## config.mk

```make
export PLATFORM = sky130hd
export DESIGN_NAME = disp_sevenseg_scan_flat
export DESIGN_NICKNAME = d
export VERILOG_FILES = /design/src/rtl/disp_sevenseg_scan_if.sv /design/src/rtl/disp_sevenseg_scan.sv /design/src/flat_wrapper.sv
export SDC_FILE = /design/constraint.sdc
export NUM_CORES = 1
export LEC_CHECK = 0
export CAP_MARGIN = 10
export CORE_AREA = 4 4 74 76
export CTS_BUF_LIST = sky130_fd_sc_hd__clkbuf_16
export DETAILED_ROUTE_END_ITERATION = 6
export DIE_AREA = 0 0 78 80
export GPL_TIMING_DRIVEN = 1
export PLACE_DENSITY = 0.75
export SYNTH_ARGS = -nofsm -noshare
export SYNTH_HDL_FRONTEND = slang
export SYNTH_SLANG_ARGS = --single-unit
```

## constraint.sdc

```tcl
create_clock -name clk -period 3.5 [get_ports clk]
set_input_delay 0.525 -clock clk [delete_from_list [all_inputs] [get_ports clk]]
set_output_delay 0.525 -clock clk [all_outputs]
set_load 0.005 [all_outputs]
```

## src/rtl/disp_sevenseg_scan_if.sv

```systemverilog
// Digit sources to 7-segment scan driver: digit values, enable and dp
// requests in; active-low anode, segment and decimal point drives out.
interface disp_sevenseg_scan_if;
  logic       en;
  logic [3:0] hex0;
  logic [3:0] hex1;
  logic [3:0] hex2;
  logic [3:0] hex3;
  logic [3:0] dp_in;
  logic [3:0] an;
  logic [6:0] seg;
  logic       dp;

  modport master (
    output en, hex0, hex1, hex2, hex3, dp_in,
    input  an, seg, dp
  );

  modport slave (
    input  en, hex0, hex1, hex2, hex3, dp_in,
    output an, seg, dp
  );
endinterface

```

## src/rtl/disp_sevenseg_scan.sv

```systemverilog
// Time-multiplexed 4-digit common-anode 7-segment driver with per-frame snapshot
// and anti-ghosting blank gap. Optional macro: DISP_LEADING_ZERO_BLANK_EN.
module disp_sevenseg_scan #(
  parameter int DIGIT_PERIOD_CYCLES = 65000,
  parameter int BLANK_CYCLES        = 650
) (
  input  logic                 clk,
  input  logic                 rst,
  disp_sevenseg_scan_if.slave  bus
);

  localparam int CNT_W = (DIGIT_PERIOD_CYCLES > 1) ? $clog2(DIGIT_PERIOD_CYCLES) : 1;
  localparam logic [CNT_W-1:0] CNT_LAST  = CNT_W'(DIGIT_PERIOD_CYCLES - 1);
  localparam logic [CNT_W-1:0] CNT_BLANK = CNT_W'(BLANK_CYCLES);
  localparam bit               HAS_BLANK = (BLANK_CYCLES > 0);

  typedef enum logic {ST_BLANK, ST_SHOW} state_t;

  logic [CNT_W-1:0] cnt_q, cnt_d;
  logic [1:0]       idx_q, idx_d;
  state_t           state_q, state_d;
  logic [3:0][3:0]  snap_q, snap_d;
  logic [3:0]       snap_dp_q, snap_dp_d;
  logic [3:0]       an_q, an_d;
  logic [6:0]       seg_q, seg_d;
  logic             dp_q, dp_d;
  logic             wrap;
  logic [3:0]       lz_mask;

  function automatic logic [6:0] hex_to_seg(input logic [3:0] h);
    logic [6:0] s;
    case (h)
      4'h0: s = 7'b1000000;
      4'h1: s = 7'b1111001;
      4'h2: s = 7'b0100100;
      4'h3: s = 7'b0110000;
      4'h4: s = 7'b0011001;
      4'h5: s = 7'b0010010;
      4'h6: s = 7'b0000010;
      4'h7: s = 7'b1111000;
      4'h8: s = 7'b0000000;
      4'h9: s = 7'b0010000;
      4'hA: s = 7'b0001000;
      4'hB: s = 7'b0000011;
      4'hC: s = 7'b1000110;
      4'hD: s = 7'b0100001;
      4'hE: s = 7'b0000110;
      default: s = 7'b0001110;
    endcase
    return s;
  endfunction

  always_comb begin
    lz_mask = 4'b0000;
`ifdef DISP_LEADING_ZERO_BLANK_EN
    lz_mask[3] = (snap_q[3] == 4'h0);
    lz_mask[2] = lz_mask[3] && (snap_q[2] == 4'h0);
    lz_mask[1] = lz_mask[2] && (snap_q[1] == 4'h0);
`endif
  end

  always_comb begin
    wrap      = (cnt_q == CNT_LAST);
    cnt_d     = wrap ? '0 : cnt_q + CNT_W'(1);
    idx_d     = wrap ? idx_q + 2'd1 : idx_q;
    snap_d    = snap_q;
    snap_dp_d = snap_dp_q;
    // Capture on the last cycle of digit 3 so the whole next frame is coherent.
    if (wrap && (idx_q == 2'd3)) begin
      snap_d    = {bus.hex3, bus.hex2, bus.hex1, bus.hex0};
      snap_dp_d = bus.dp_in;
    end

    // state_d tracks cnt_d so state_q always describes the registered cnt_q.
    state_d = state_q;
    case (state_q)
      ST_BLANK: if (!HAS_BLANK || (cnt_d == CNT_BLANK)) state_d = ST_SHOW;
      ST_SHOW:  if (HAS_BLANK && wrap)                   state_d = ST_BLANK;
      default:  state_d = ST_BLANK;
    endcase

    an_d  = 4'b1111;
    seg_d = 7'b1111111;
    dp_d  = 1'b1;
    if (bus.en && (state_q == ST_SHOW)) begin
      an_d[idx_q] = 1'b0;
      seg_d       = lz_mask[idx_q] ? 7'b1111111 : hex_to_seg(snap_q[idx_q]);
      dp_d        = ~snap_dp_q[idx_q];
    end
  end

  always_ff @(posedge clk) begin
    if (rst) begin
      cnt_q     <= '0;
      idx_q     <= 2'd0;
      state_q   <= ST_BLANK;
      snap_q    <= '0;
      snap_dp_q <= 4'b0000;
      an_q      <= 4'b1111;
      seg_q     <= 7'b1111111;
      dp_q      <= 1'b1;
    end else begin
      cnt_q     <= cnt_d;
      idx_q     <= idx_d;
      state_q   <= state_d;
      snap_q    <= snap_d;
      snap_dp_q <= snap_dp_d;
      an_q      <= an_d;
      seg_q     <= seg_d;
      dp_q      <= dp_d;
    end
  end

  assign bus.an  = an_q;
  assign bus.seg = seg_q;
  assign bus.dp  = dp_q;

endmodule
```

## src/flat_wrapper.sv

```systemverilog
// flat-port wrapper written by rule: the top's interface ports become plain ports
module disp_sevenseg_scan_flat 
#(
  parameter int DIGIT_PERIOD_CYCLES = 65000,
  parameter int BLANK_CYCLES        = 650
)
  (clk, rst, bus_en, bus_hex0, bus_hex1, bus_hex2, bus_hex3, bus_dp_in, bus_an, bus_seg, bus_dp);
  disp_sevenseg_scan_if bus_i ();
  input  logic clk;
  input  logic rst;
  input wire logic [$bits(bus_i.en)-1:0] bus_en;
  input wire logic [$bits(bus_i.hex0)-1:0] bus_hex0;
  input wire logic [$bits(bus_i.hex1)-1:0] bus_hex1;
  input wire logic [$bits(bus_i.hex2)-1:0] bus_hex2;
  input wire logic [$bits(bus_i.hex3)-1:0] bus_hex3;
  input wire logic [$bits(bus_i.dp_in)-1:0] bus_dp_in;
  output wire logic [$bits(bus_i.an)-1:0] bus_an;
  output wire logic [$bits(bus_i.seg)-1:0] bus_seg;
  output wire logic [$bits(bus_i.dp)-1:0] bus_dp;
  assign bus_i.en = bus_en;
  assign bus_i.hex0 = bus_hex0;
  assign bus_i.hex1 = bus_hex1;
  assign bus_i.hex2 = bus_hex2;
  assign bus_i.hex3 = bus_hex3;
  assign bus_i.dp_in = bus_dp_in;
  assign bus_an = bus_i.an;
  assign bus_seg = bus_i.seg;
  assign bus_dp = bus_i.dp;
  disp_sevenseg_scan #(.DIGIT_PERIOD_CYCLES(DIGIT_PERIOD_CYCLES), .BLANK_CYCLES(BLANK_CYCLES)) u_core (.clk(clk), .rst(rst), .bus(bus_i));
endmodule
```

# --- Word level (Yosys, flattened, before mapping) ---
# Memory sizes are Yosys's and may differ from the RTL's. A register that Yosys moved wholly into a read port is not among the register bits.
# Cells that the tools add are included.
totals:
  regBits: 44
  mem_bits_ro: 112
  input_bits: 23
  output_inout_bits: 12
  elab_cells: 39
  mem_count: 1
classes:
  add_sub_neg: 2
  n_lt_le_gt_ge: 2
  eq_ne: 3
  mux: 12
  bitwise_logic: 4
  reduce_logical: 5
mem_list:
  columns: ["memory", "depth", "width", "rd", "rd_ports_with_merged_regs", "wr", "line_no", "rtl"]
  rows:
  - ["(no name shown)", 16, 7, 1, 1, 0, "disp_sevenseg_scan.sv:32", "case (h)"]
ops:
  columns: ["operator", "count"]
  rows:
  - ["16-bit by 1-bit adder with 16-bit output (second input constant)", 1]
  - ["16-bit by 10-bit equality test with 1-bit output (second input constant)", 1]
  - ["16-bit equality test (second input constant)", 1]
  - ["16-bit two-way mux", 1]
  - ["4-bit binary-select mux with 2-bit select", 1]
  - ["1-bit two-way mux", 5]
  - ["1-bit binary-select mux with 2-bit select", 2]
  - ["4-bit two-way mux", 1]
  - ["4-bit NOT", 1]
  - ["1-bit logical AND", 3]
  - ["2-bit by 3-bit less-than comparator with 1-bit output (second input constant)", 1]
  - ["1-bit NOT", 3]
  - ["3-bit OR reduction", 1]
  - ["2-bit by 1-bit adder with 2-bit output (second input constant)", 1]
  - ["1-bit demux with 2-bit select", 1]
  - ["2-bit equality test (second input constant)", 1]
  - ["2-bit by 1-bit >= comparator with 1-bit output (second input constant)", 1]
  - ["1-bit case mux with 2 select lines", 1]
  - ["2-bit OR reduction", 1]

# --- Logic depth before layout (Yosys ltp) ---
# Gate-level depths: netlist of the first run.
depth:
  word_depth: 5
  depth_mapped: 9
  mapped_depth_nobuf: 7

# --- Least setup slack after synthesis of the first run ---
# No wires, ideal clock.
synth_timing:
  path_type: "flip-flop to flip-flop"
  start: "reg u_core.idx_q[0]"
  end: "reg u_core.seg_q[5] (netlist: u_core.bus.seg[5])"
  setup_time_ps: 140
  t_arrival_ps: 1714
  path_slack_ps: 1645
  path_stages_with_launch: 7
  path_buffers: 1
  synth_period_minus_slack_ps: 1855
  cell_sequence: "dfxtp_1 > buf_6 > mux4_2 > ha_1 > and2b_1 > a21oi_1 > o221ai_2"
synth_via:
  elab_chain_len: 3
  elab_cells_between_ends: 5
  classes_between: "mux (4); reduce/logical (1)"
synth_rtl:
  columns: ["element", "line_no", "rtl"]
  rows:
  - ["from (decl)", "disp_sevenseg_scan.sv:20", "logic [1:0] idx_q, idx_d;"]
  - ["from (signal assigned)", "disp_sevenseg_scan.sv:104", "idx_q <= idx_d;"]
  - ["1-bit binary-select mux with 2-bit select", "disp_sevenseg_scan.sv:87", "seg_d = lz_mask[idx_q] ? 7'b1111111 : hex_to_seg(snap_q[idx_q]);"]
  - ["1-bit two-way mux (implied by the code)", "disp_sevenseg_scan.sv:87", null]
  - ["3-bit OR reduction (no line)", null, null]
  - ["to (decl)", "disp_sevenseg_scan.sv:25", "logic [6:0] seg_q, seg_d;"]
# Several ways; a longest one is shown, not always the timed one. The select of a mux whose other input is x is not followed.
# A chain may end at the register's enable or synchronous reset.

# --- Final worst setup path of the first run ---
layout_timing:
  start: "reg u_core.idx_q[0]"
  end: "reg u_core.seg_q[3] (netlist: u_core.bus.seg[3])"
# The elaborated chain is that of the path after synthesis.

==> results of run 1 <==
-- placed cells by master (no fill, tap or decap), types with 2 or more instances in the layout --
cell type and n:
sky130_fd_sc_hd__a21oi_1 23, sky130_fd_sc_hd__o221ai_2 2, sky130_fd_sc_hd__a31o_2 2, sky130_fd_sc_hd__nand3_1 7, sky130_fd_sc_hd__buf_4 3, sky130_fd_sc_hd__o22ai_1 3
sky130_fd_sc_hd__nor3_1 4, sky130_fd_sc_hd__xor2_1 4, sky130_fd_sc_hd__clkinv_4 2, sky130_fd_sc_hd__nand2_1 57, sky130_fd_sc_hd__mux2i_1 4, sky130_fd_sc_hd__nand4_1 5
sky130_fd_sc_hd__xnor2_1 14, sky130_fd_sc_hd__clkbuf_16 5, sky130_fd_sc_hd__dfxtp_1 51, sky130_fd_sc_hd__nor2_1 24, sky130_fd_sc_hd__inv_1 11, sky130_fd_sc_hd__nand2b_1 2
sky130_fd_sc_hd__ha_1 11, sky130_fd_sc_hd__mux4_2 4, sky130_fd_sc_hd__clkdlybuf4s50_1 34
-- worst max-delay path, stage by stage, from the launching register on --
cell	delay [ns]
sky130_fd_sc_hd__dfxtp_1	0.63
sky130_fd_sc_hd__mux4_2	0.66
sky130_fd_sc_hd__inv_1	0.14
sky130_fd_sc_hd__ha_1	0.21
sky130_fd_sc_hd__inv_1	0.08
sky130_fd_sc_hd__o211a_1	0.22
sky130_fd_sc_hd__o21ai_0	0.15
-- cell families after synthesis --
family          count (synthesis)  share of synthesized area, %
mux                             8                          5.30
compound gates                 38                          10.4
simple gates                  116                          23.6
fa+ha+maj                      11                          5.61
xor+xnor                       18                          6.42
flops                          51                          41.6
buf+inv                        31                          7.03
-- cell type report --
| class | count | share of cell area, % |
|---|---|---|
| inverter | 11 | 1.41 |
| clock inverter | 3 | 0.984 |
| multi-input combinational | 191 | 43.1 |
| timing repair buffer | 37 | 12.4 |
| tap | 67 | 2.87 |
| clock buffer | 5 | 4.28 |
| sequential | 51 | 34.9 |
-- cells in the mapped netlist, types with 2 or more instances --
cell type and n:
sky130_fd_sc_hd__buf_2 6, sky130_fd_sc_hd__a31o_2 2, sky130_fd_sc_hd__nand4_1 5, sky130_fd_sc_hd__nor3_1 4, sky130_fd_sc_hd__xnor2_1 14, sky130_fd_sc_hd__o221ai_2 2, sky130_fd_sc_hd__o22ai_1 3, sky130_fd_sc_hd__buf_4 3
sky130_fd_sc_hd__mux2i_1 4, sky130_fd_sc_hd__clkbuf_1 6, sky130_fd_sc_hd__nand3_1 7, sky130_fd_sc_hd__nand2_1 57, sky130_fd_sc_hd__xor2_1 4, sky130_fd_sc_hd__a21oi_1 23, sky130_fd_sc_hd__nor2_1 24, sky130_fd_sc_hd__nand2b_1 2
sky130_fd_sc_hd__inv_1 11, sky130_fd_sc_hd__ha_1 11, sky130_fd_sc_hd__dfxtp_1 51, sky130_fd_sc_hd__mux4_2 4, sky130_fd_sc_hd__buf_6 5
-- worst min path at each step --
stage,depth (start not counted),end
after floorplan,2,u_core.snap_dp_q[2]$_SDFFE_PP0P_
after global placement,2,u_core.snap_q[14]$_SDFFE_PP0P_
after detailed placement,2,u_core.snap_q[0]$_SDFFE_PP0P_
after CTS,2,u_core.snap_q[11]$_SDFFE_PP0P_
after global routing,2,u_core.snap_q[11]$_SDFFE_PP0P_
final,2,u_core.snap_q[11]$_SDFFE_PP0P_
-- per-layer routing --
layer  wire length, µm  up-vias  share of wire (%)
met5                 0        -                  0
met2              1870       32                 42
li1                  -      962                  -
met3               196        7                4.4
met1              2290      829                 52
met4                64        0                1.4
-- per-stage QoR --
step                setup slack [ns]  power (W)  cell area, µm²  hold WS (ns)
finish                          1.32    0.00112            2920         0.456
global route                    1.08    0.00116            2920         0.480
CTS                             1.31    0.00114            2920         0.456
detailed placement              1.33   0.000641            2770         0.448
global placement                1.34   0.000642            2770         0.442
floorplan                       1.65   0.000615            2450         0.433
-- registers in the layout, summed over array words and instances, names as in the netlist --
name,cells
u_core.bus.an,4
u_core.bus.dp,1
u_core.bus.seg,7
u_core.cnt_q,16
u_core.idx_q,2
u_core.snap_dp_q,4
u_core.snap_q,16
u_core.state_q,1
-- power groups by stage --
stage	combinational (W)	clock [W]	sequential, W
after floorplan	0.0000171	0	0.000598
after global placement	0.0000421	0	0.000600
after detailed placement	0.0000414	0	0.000600
after CTS	0.0000420	0.000509	0.000586
after global routing	0.0000457	0.000529	0.000587
final	0.0000417	0.000497	0.000586
==> qor.txt, run 1 <==
==================================================================================
Instance count of the mapped netlist ................................          273
Wire length reported by the detailed router .........................      4.42 mm
Worst VDD drop ......................................................     0.190 mV
Iteration count of the initial detailed-routing pass ................            4
Clock Latency Late Sink .............................................      0.29 ns
Height of the die ...................................................        80 µm
Cells after DPL .....................................................          357
Clk pwr share .......................................................        44.2%
Global routing usage summed across all routing layers ...............        15.2%
Worst reg2reg endpoint .............................................. u_core.bus.seg[3]$_SDFF_PP1_
Remaining Overflow, GRT .............................................            0
Data arrival time of the critical path ..............................      2.39 ns
Cells taking the most area after synthesis .......................... sky130_fd_sc_hd__dfxtp_1, sky130_fd_sc_hd__nand2_1, sky130_fd_sc_hd__ha_1
# Post-CTS Setup Buffers ............................................            0
Die Footprint .......................................................  0.00624 mm²
Reg power frac ......................................................        52.1%
HPWL Detailed .......................................................      3.19 mm
Fill cell count .....................................................          407
Die span in x .......................................................        78 µm
Number of cells upsized or downsized after cts ......................            0
GRT Max-Usage Layer .................................................         met2
Post-synthesis register bit count ...................................           51
Maximum achievable frequency ........................................    0.459 GHz
Critical Path Sink Type .............................................         flop
# port buffers ......................................................           34
Global-route wire length before repair ..............................      7.56 mm
Initial cell density of the core ....................................        52.0%
Start point of the worst min-delay path ............................. u_core.snap_q[11]$_SDFFE_PP0P_
Antenna diode instance count ........................................            0
Synth unique cells ..................................................           46
Number of cell instances on the worst register-to-register path .....            6
Hold violation total from the final report ..........................            0
Number of pins with negative max-slew slack in the final report .....            0
Power per Cell Area .................................................   385 mW/mm²
Launching point of the worst reg2reg path ........................... u_core.idx_q[0]$_SDFFE_PP0N_
Detail Route Antenna Nets ...........................................            0
Clock tree from TritonCTS ...........................................        built
Highest fanout seen on the critical path ............................           10
Total area of multi-input combinational cells .......................  0.00126 mm²
Fraction of met1 tracks used by global routing ......................        21.1%
Critical Path Source ................................................ u_core.idx_q[0]$_SDFFE_PP0N_
Dominant synthesized flop cell ...................................... sky130_fd_sc_hd__dfxtp_1
Root Driver ......................................................... sky130_fd_sc_hd__clkbuf_16
Final weighted congestion in routability-driven placement ...........        0.881
Std-Cell Core Area ..................................................  0.00472 mm²
Utilization after layout ............................................        61.9%
CTS sink cnt ........................................................           51
Critical path required time .........................................      3.71 ns
Avg Inst Size Synth .................................................     8.99 µm²
Number of placed I/O pins ...........................................           35
Slack of the worst reg-to-reg path ..................................      1.32 ns
Sequential cell area fraction in the yosys report ...................        41.6%
Via count of the first global-routing pass ..........................        1,665
Power spent charging and discharging nets ...........................   0.000242 W
DRC violations left .................................................            0
Via/cell ratio ......................................................         5.01
Cell-internal power .................................................   0.000882 W
Status .............................................................. finished, final reports clean
Library cell occupying the most area in the post-synthesis netlist .. sky130_fd_sc_hd__dfxtp_1
Crit start category .................................................         flop
Combined area of all synthesized cells ..............................  0.00245 mm²
Cell Count, Final, Fillers Out ......................................          365
Detail-routed net length per standard cell ..........................      12.1 µm
Combinational share of power ........................................         3.7%
Switching part of the total power ...................................        21.5%
Initial antenna violation count .....................................            0
Max-capacitance violation count .....................................            0
Met3 GRT Util .......................................................        3.84%
Layout Area Growth over Synthesis ...................................        19.1%
Unrepaired setup endpoints after global routing .....................           no
DR iter-0 viols .....................................................           80
Share of final-layout standard cells stronger than drive strength 1 .        9.73%
Row count ...........................................................           25
Minimum period implied by the final worst setup slack ...............      2.18 ns
Setup crit end ...................................................... u_core.bus.seg[3]$_SDFF_PP1_
Yosys warning count .................................................            0
TritonCTS buffer count ..............................................            5
Final Cycle Share ...................................................        62.2%
Worst slew margin relative to its limit .............................        57.0%
CTS Buffer Depth ....................................................            2
Post-cts hold buffer count ..........................................            0
Post-layout nets ....................................................          331
Fraction of synthesis flops using an asynchronous set or reset pin ..           0%
Detailed-route via count ............................................        1,830
Number of synthesized flops with an enable pin ......................            0
Hold Path Class .....................................................   reg -> reg
H-tree Lvls .........................................................            2
GR Util met2 ........................................................        22.6%
Slew of the pin with the lowest slew margin .........................     0.644 ns
Maximum number of pins on one net before global-route repair ........           27
FF/Latch Area .......................................................  0.00102 mm²
Setup violators final ...............................................            0
Setup skew after layout .............................................   0.00697 ns
Setup TNS ...........................................................         0 ns
Register clock-pin slew on the reported worst setup and hold paths ..      0.07 ns
Post-synthesis net count ............................................          307
Share of the synthesized area in the top cell type ..................        41.6%
Critical path class .................................................   reg -> reg
Static power due to leakage .........................................     0.962 nW
==================================================================================
(Power assumes the default switching activity.)
==> run 2: changes to the inputs <==
Settings changed: CORE_AREA 4 4 74 76 to 4 4 76 78, DIE_AREA 0 0 78 80 to 0 0 80 82, PLACE_DENSITY 0.75 to 0.74.
Clock period 3.5 ns to 1.85 ns, I/O delays scaled along.
==> qor.txt, run 2 (synthesis gave the netlist of run 1 again) <==
==================================================================================
Status .............................................................. finished, final reports clean
Crit start category .................................................         flop
Remaining Overflow, GRT .............................................            0   unchanged
Initial antenna violation count .....................................            0   unchanged
Unrepaired setup endpoints after global routing .....................           no
Highest fanout seen on the critical path ............................            5   -5
DR iter-0 viols .....................................................           68   -15%
# port buffers ......................................................           34   unchanged
Leading cell type in the layout, fill and taps excluded ............. sky130_fd_sc_hd__nand2_1
Combinational share of power ........................................         4.1%   +0.4 points
FF/Latch Area .......................................................  0.00103 mm²   +0.61%
Utilization after layout ............................................        61.1%   -0.79 points
H-tree Lvls .........................................................            2   unchanged
Via count of the first global-routing pass ..........................        1,882   +13%
Max-capacitance violation count .....................................            0   unchanged
Wire length reported by the detailed router .........................      5.04 mm   +14%
CTS Buffer Depth ....................................................            2   unchanged
Detail-routed net length per standard cell ..........................      13.0 µm   +7.4%
Die span in x .......................................................        80 µm   +2.6%
Number of pins with negative max-slew slack in the final report .....            0   unchanged
Layout Area Growth over Synthesis ...................................        26.4%
Worst path setup slack after routing ................................     0.107 ns   -1.22 ns
Initial cell density of the core ....................................        48.4%   -3.6 points
Critical path class .................................................   reg -> reg
Cell-internal power .................................................    0.00167 W   +89%
Data arrival time of the critical path ..............................      1.95 ns   -0.44 ns
Number of placed I/O pins ...........................................           35   unchanged
Minimum period implied by the final worst setup slack ...............      1.74 ns   -0.434 ns
Antenna diode instance count ........................................            0   unchanged
Power per Cell Area .................................................   687 mW/mm²   +79%
DRC violations left .................................................            0   unchanged
Global-route wire length before repair ..............................      8.28 mm   +9.5%
Total area of multi-input combinational cells .......................  0.00129 mm²   +2.1%
Worst VDD drop ......................................................     0.446 mV   +130%
Clk pwr share .......................................................        43.9%   -0.3 points
Setup violators final ...............................................            0   unchanged
Std-Cell Core Area ..................................................  0.00507 mm²   +7.4%
Hold violation total from the final report ..........................            0   unchanged
Setup TNS ...........................................................         0 ns   unchanged
Via/cell ratio ......................................................         4.97   -0.79%
Row count ...........................................................           26   +4.0%
Commonest non-fill, non-tap cells in the layout ..................... sky130_fd_sc_hd__nand2_1, sky130_fd_sc_hd__dfxtp_1, sky130_fd_sc_hd__clkdlybuf4s50_1, sky130_fd_sc_hd__nor2_1, sky130_fd_sc_hd__a21oi_1
Height of the die ...................................................        82 µm   +2.5%
Clock tree from TritonCTS ...........................................        built
Setup skew after layout .............................................   0.00544 ns   -0.00153 ns
Slew of the pin with the lowest slew margin .........................     0.398 ns   -0.246 ns
Worst slew margin relative to its limit .............................        72.7%   +16 points
Root Driver ......................................................... sky130_fd_sc_hd__clkbuf_16
Global routing usage summed across all routing layers ...............        16.0%   +0.85 points
CTS sink cnt ........................................................           51   unchanged
Detailed-route via count ............................................        1,930   +5.5%
Iteration count of the initial detailed-routing pass ................            5   +1
Die Footprint .......................................................  0.00656 mm²   +5.1%
Post-cts hold buffer count ..........................................            0   unchanged
Register clock-pin slew on the reported worst setup and hold paths ..      0.07 ns   about the same
Maximum number of pins on one net before global-route repair ........           23   -15%
Post-layout nets ....................................................          351   +6.0%
Fill cell count .....................................................          451   +11%
Switching part of the total power ...................................        21.6%   +0.077 points
Power spent charging and discharging nets ...........................   0.000461 W   +90%
Final weighted congestion in routability-driven placement ...........        0.889   +0.97%
Static power due to leakage .........................................      1.06 nW   +11%
Critical Path Sink Type .............................................         flop
Hold Path Class .....................................................   reg -> reg
TritonCTS buffer count ..............................................            5   unchanged
Share of final-layout standard cells stronger than drive strength 1 .        18.2%   +8.5 points
Maximum achievable frequency ........................................    0.574 GHz   +25%
Hold Worst Slack ....................................................     0.457 ns   +0.000721 ns
Final Cycle Share ...................................................        94.2%   +32 points
Detail Route Antenna Nets ...........................................            0   unchanged
Reg power frac ......................................................        51.9%   -0.2 points
Worst slack at placement ............................................   -0.0618 ns   -1.40 ns
Clock Latency Late Sink .............................................      0.29 ns   about the same
HPWL Detailed .......................................................      3.59 mm   +12%
Critical path required time .........................................      2.06 ns   -1.65 ns
==================================================================================
## run 2: cell types whose count changed in the layout (fill, tap and decap cells not counted), sizes merged
cell and change:
buf +19, and2 +1, clkinvlp +1, clkinv -1
## run 2: final timing paths
path,start,to,slack (ns),cells past startpoint
worst min register to register,u_core.snap_q[2]$_SDFFE_PP0P_,u_core.snap_q[2]$_SDFFE_PP0P_,0.46,2
worst min-delay path,u_core.snap_q[2]$_SDFFE_PP0P_,u_core.snap_q[2]$_SDFFE_PP0P_,0.46,2
worst max register to register,u_core.idx_q[0]$_SDFFE_PP0N_,u_core.bus.seg[3]$_SDFF_PP1_,0.11,6
worst max-delay path,u_core.idx_q[0]$_SDFFE_PP0N_,u_core.bus.seg[3]$_SDFF_PP1_,0.11,6
## run 2: layout make-up
type                       instances  area share (%)
multi-input combinational        192            41.5
sequential                        51            33.1
inverter                          11            1.33
tap                               70            2.82
clock inverter                     3           0.887
timing repair buffer              56            16.3
clock buffer                       5            4.03
## run 2: layer usage
layer / up-vias / track usage (%) / share of wire [%]
met4: 0 / 5.41 / 1.7
met5: - / 0 / 0
met2: 41 / 26.0 / 45
met1: 882 / 20.6 / 48
li1: 997 / - / -
met3: 10 / 4.39 / 5.0
## run 2: power groups by stage
stage | registers [W] | clock network [W] | logic (W)
after detailed placement | 0.00113 | 0 | 0.0000866
after global placement | 0.00113 | 0 | 0.0000861
after CTS | 0.00111 | 0.000960 | 0.0000876
final | 0.00111 | 0.000937 | 0.0000882
after floorplan | 0.00113 | 0 | 0.0000323
after global routing | 0.00111 | 0.000998 | 0.0000960
## run 2: repair_timing
| action | CTS | global route |
|---|---|---|
| resized for setup | 3 | 8 |
| pin swaps | 0 | 2 |
| setup endpoints to repair | 1 | 24 |
| buffers inserted | 0 | 1 |
| gates cloned | 0 | 1 |
## run 2: through the flow
| stage | area, µm² | instances | power [W] |
|---|---|---|---|
| after global routing | 3100 | 388 | 0.00220 |
| after floorplan | 2460 | 273 | 0.00116 |
| after detailed placement | 2910 | 378 | 0.00122 |
| after CTS | 3070 | 386 | 0.00216 |
| after global placement | 2910 | 378 | 0.00122 |
| final | 3100 | 388 | 0.00213 |
## run 2: critical path, cell delays in order, from the launching register on
cell and delay, ns:
sky130_fd_sc_hd__dfxtp_4 0.37, sky130_fd_sc_hd__mux4_2 0.56, sky130_fd_sc_hd__inv_2 0.11, sky130_fd_sc_hd__ha_1 0.26
sky130_fd_sc_hd__nor2_4 0.14, sky130_fd_sc_hd__a211oi_1 0.05, sky130_fd_sc_hd__o21ai_0 0.18
==> run 3: changes to the inputs <==
Settings changed: GPL_ROUTABILITY_DRIVEN set to 0, SKIP_LAST_GASP set to 1.
==> qor.txt, run 3 (synthesis gave the netlist of run 1 again) <==
==================================================================================
Clock Latency Late Sink .............................................      0.29 ns   about the same
Crit start category .................................................         flop
Clock tree from TritonCTS ...........................................        built
# port buffers ......................................................           34   unchanged
Minimum period implied by the final worst setup slack ...............      1.76 ns   +0.0152 ns
Global routing usage summed across all routing layers ...............        16.0%   unchanged
Die Footprint .......................................................  0.00656 mm²   unchanged
Wire length reported by the detailed router .........................      5.05 mm   +0.18%
Worst slack at placement ............................................   -0.0618 ns   unchanged
Die span in x .......................................................        80 µm   unchanged
Critical Path Sink Type .............................................         flop
DRC violations left .................................................            0   unchanged
HPWL Detailed .......................................................      3.59 mm   unchanged
Initial cell density of the core ....................................        48.4%   unchanged
TritonCTS buffer count ..............................................            5   unchanged
Power per Cell Area .................................................   689 mW/mm²   +0.17%
Register clock-pin slew on the reported worst setup and hold paths ..      0.07 ns   about the same
Row count ...........................................................           26   unchanged
Setup violators final ...............................................            0   unchanged
Critical Path Source ................................................ u_core.idx_q[0]$_SDFFE_PP0N_
Static power due to leakage .........................................      1.06 nW   about the same
Status .............................................................. finished, final reports clean
Hold Path Class .....................................................   reg -> reg
Launching point of the worst reg2reg path ........................... u_core.idx_q[0]$_SDFFE_PP0N_
Cell depth of the worst hold path ...................................            2   unchanged
Iteration count of the initial detailed-routing pass ................            4   -1
Hold Worst Slack ....................................................     0.457 ns   +0.000231 ns
Utilization after layout ............................................        61.1%   about the same
Final Cycle Share ...................................................        95.1%   +0.82 points
Combinational share of power ........................................         4.1%   about the same
Maximum number of pins on one net before global-route repair ........           23   unchanged
Post-layout nets ....................................................          351   unchanged
Switching part of the total power ...................................        21.6%   about the same
Data arrival time of the critical path ..............................      1.97 ns   +0.02 ns
Unrepaired setup endpoints after global routing .....................          yes
Detailed-route via count ............................................        1,933   +0.16%
Number of pins with negative max-slew slack in the final report .....            0   unchanged
Detail Route Antenna Nets ...........................................            0   unchanged
Leading cell type in the layout, fill and taps excluded ............. sky130_fd_sc_hd__nand2_1
Max-capacitance violation count .....................................            0   unchanged
Antenna diode instance count ........................................            0   unchanged
Via count of the first global-routing pass ..........................        1,882   unchanged
Highest fanout seen on the critical path ............................            5   unchanged
Setup skew after layout .............................................   0.00536 ns   -0.0000825 ns
Critical path class .................................................   reg -> reg
Initial antenna violation count .....................................            0   unchanged
Number of cell instances on the worst register-to-register path .....            6   unchanged
Power spent charging and discharging nets ...........................   0.000461 W   about the same
Root Driver ......................................................... sky130_fd_sc_hd__clkbuf_16
Number of placed I/O pins ...........................................           35   unchanged
Share of final-layout standard cells stronger than drive strength 1 .        18.2%   unchanged
Height of the die ...................................................        82 µm   unchanged
Reg power frac ......................................................        51.9%   about the same
Remaining Overflow, GRT .............................................            0   unchanged
Commonest non-fill, non-tap cells in the layout ..................... sky130_fd_sc_hd__nand2_1, sky130_fd_sc_hd__dfxtp_1, sky130_fd_sc_hd__clkdlybuf4s50_1, sky130_fd_sc_hd__nor2_1, sky130_fd_sc_hd__a21oi_1
Slew of the pin with the lowest slew margin .........................     0.394 ns   -0.00404 ns
Hold violation total from the final report ..........................            0   unchanged
Layout Area Growth over Synthesis ...................................        26.2%   about the same
H-tree Lvls .........................................................            2   unchanged
Detail-routed net length per standard cell ..........................      13.0 µm   +0.18%
DR iter-0 viols .....................................................           70   +2.9%
Maximum achievable frequency ........................................    0.569 GHz   -0.87%
Start point of the worst min-delay path ............................. u_core.snap_q[7]$_SDFFE_PP0P_
Cells after DPL .....................................................          378   unchanged
Via/cell ratio ......................................................         4.98   +0.16%
Cell Count, Final, Fillers Out ......................................          388   unchanged
CTS Buffer Depth ....................................................            2   unchanged
Global-route wire length before repair ..............................      8.28 mm   unchanged
Cell-internal power .................................................    0.00167 W   about the same
Worst VDD drop ......................................................     0.447 mV   +0.13%
Worst path setup slack after routing ................................    0.0913 ns   -0.0152 ns
Std-Cell Core Area ..................................................  0.00507 mm²   unchanged
Worst slew margin relative to its limit .............................        73.0%   +0.28 points
Clk pwr share .......................................................        43.9%   about the same
CTS sink cnt ........................................................           51   unchanged
Critical path required time .........................................      2.06 ns   about the same
==================================================================================
-- run 3: cell count changes in the layout (fill, tap and decap cells not counted) --
cell | previous run | this run
sky130_fd_sc_hd__dfxtp_4 | 1 | 0
sky130_fd_sc_hd__dfxtp_2 | 2 | 3
-- run 3: final timing paths --
kind	endpoint	slack (ns)
worst min register to register	u_core.snap_q[7]$_SDFFE_PP0P_	0.46
worst min-delay path	u_core.snap_q[7]$_SDFFE_PP0P_	0.46
worst max register to register	u_core.bus.seg[3]$_SDFF_PP1_	0.09
worst max-delay path	u_core.bus.seg[3]$_SDFF_PP1_	0.09
-- run 3: stage by stage --
step / power, W / cell area [µm²] / TNS [ns]
5_1_grt: 0.00220 / 3100 / -0.00113
6_report: 0.00213 / 3100 / 0
3_5_place_dp: 0.00122 / 2910 / -0.0618
4_1_cts: 0.00216 / 3070 / 0
3_3_place_gp: 0.00122 / 2910 / 0
2_1_floorplan: 0.00116 / 2460 / 0
-- run 3: power by group through the flow --
stage / logic (W) / registers [W] / clock network [W]
after floorplan: 0.0000323 / 0.00113 / 0
after global placement: 0.0000861 / 0.00113 / 0
after detailed placement: 0.0000866 / 0.00113 / 0
after CTS: 0.0000876 / 0.00111 / 0.000960
after global routing: 0.0000960 / 0.00111 / 0.000997
final: 0.0000883 / 0.00111 / 0.000937
-- run 3: worst max-delay path: stages (launching register included) --
cell and delay [ns]:
sky130_fd_sc_hd__dfxtp_2 0.37, sky130_fd_sc_hd__mux4_2 0.57, sky130_fd_sc_hd__inv_2 0.11, sky130_fd_sc_hd__ha_1 0.26, sky130_fd_sc_hd__nor2_4 0.14, sky130_fd_sc_hd__a211oi_1 0.05, sky130_fd_sc_hd__o21ai_0 0.18
-- run 3: area by class of cell --
type                    instances  area (µm²)
clock inverters                 3        27.5
flip-flops and latches         51        1020
multi-input cells             192        1290
fillers                       452        1980
repair buffers                 56         505
inverters                      11        41.3
clock buffers                   5         125
well taps                      70        87.6
-- run 3: what timing repair did --
action	CTS	global route
pin swaps	0	2
gates resized for setup	3	7
gates cloned	0	1
buffers inserted	0	1
endpoints found under the setup margin	1	24
hold buffers	0	0
-- run 3: metal layers --
layer  wire length, µm  global-route usage [%]
met1              2460                    20.6
met2              2260                    26.0
met3               247                    4.39
met4                87                    5.41
met5                 0                       0
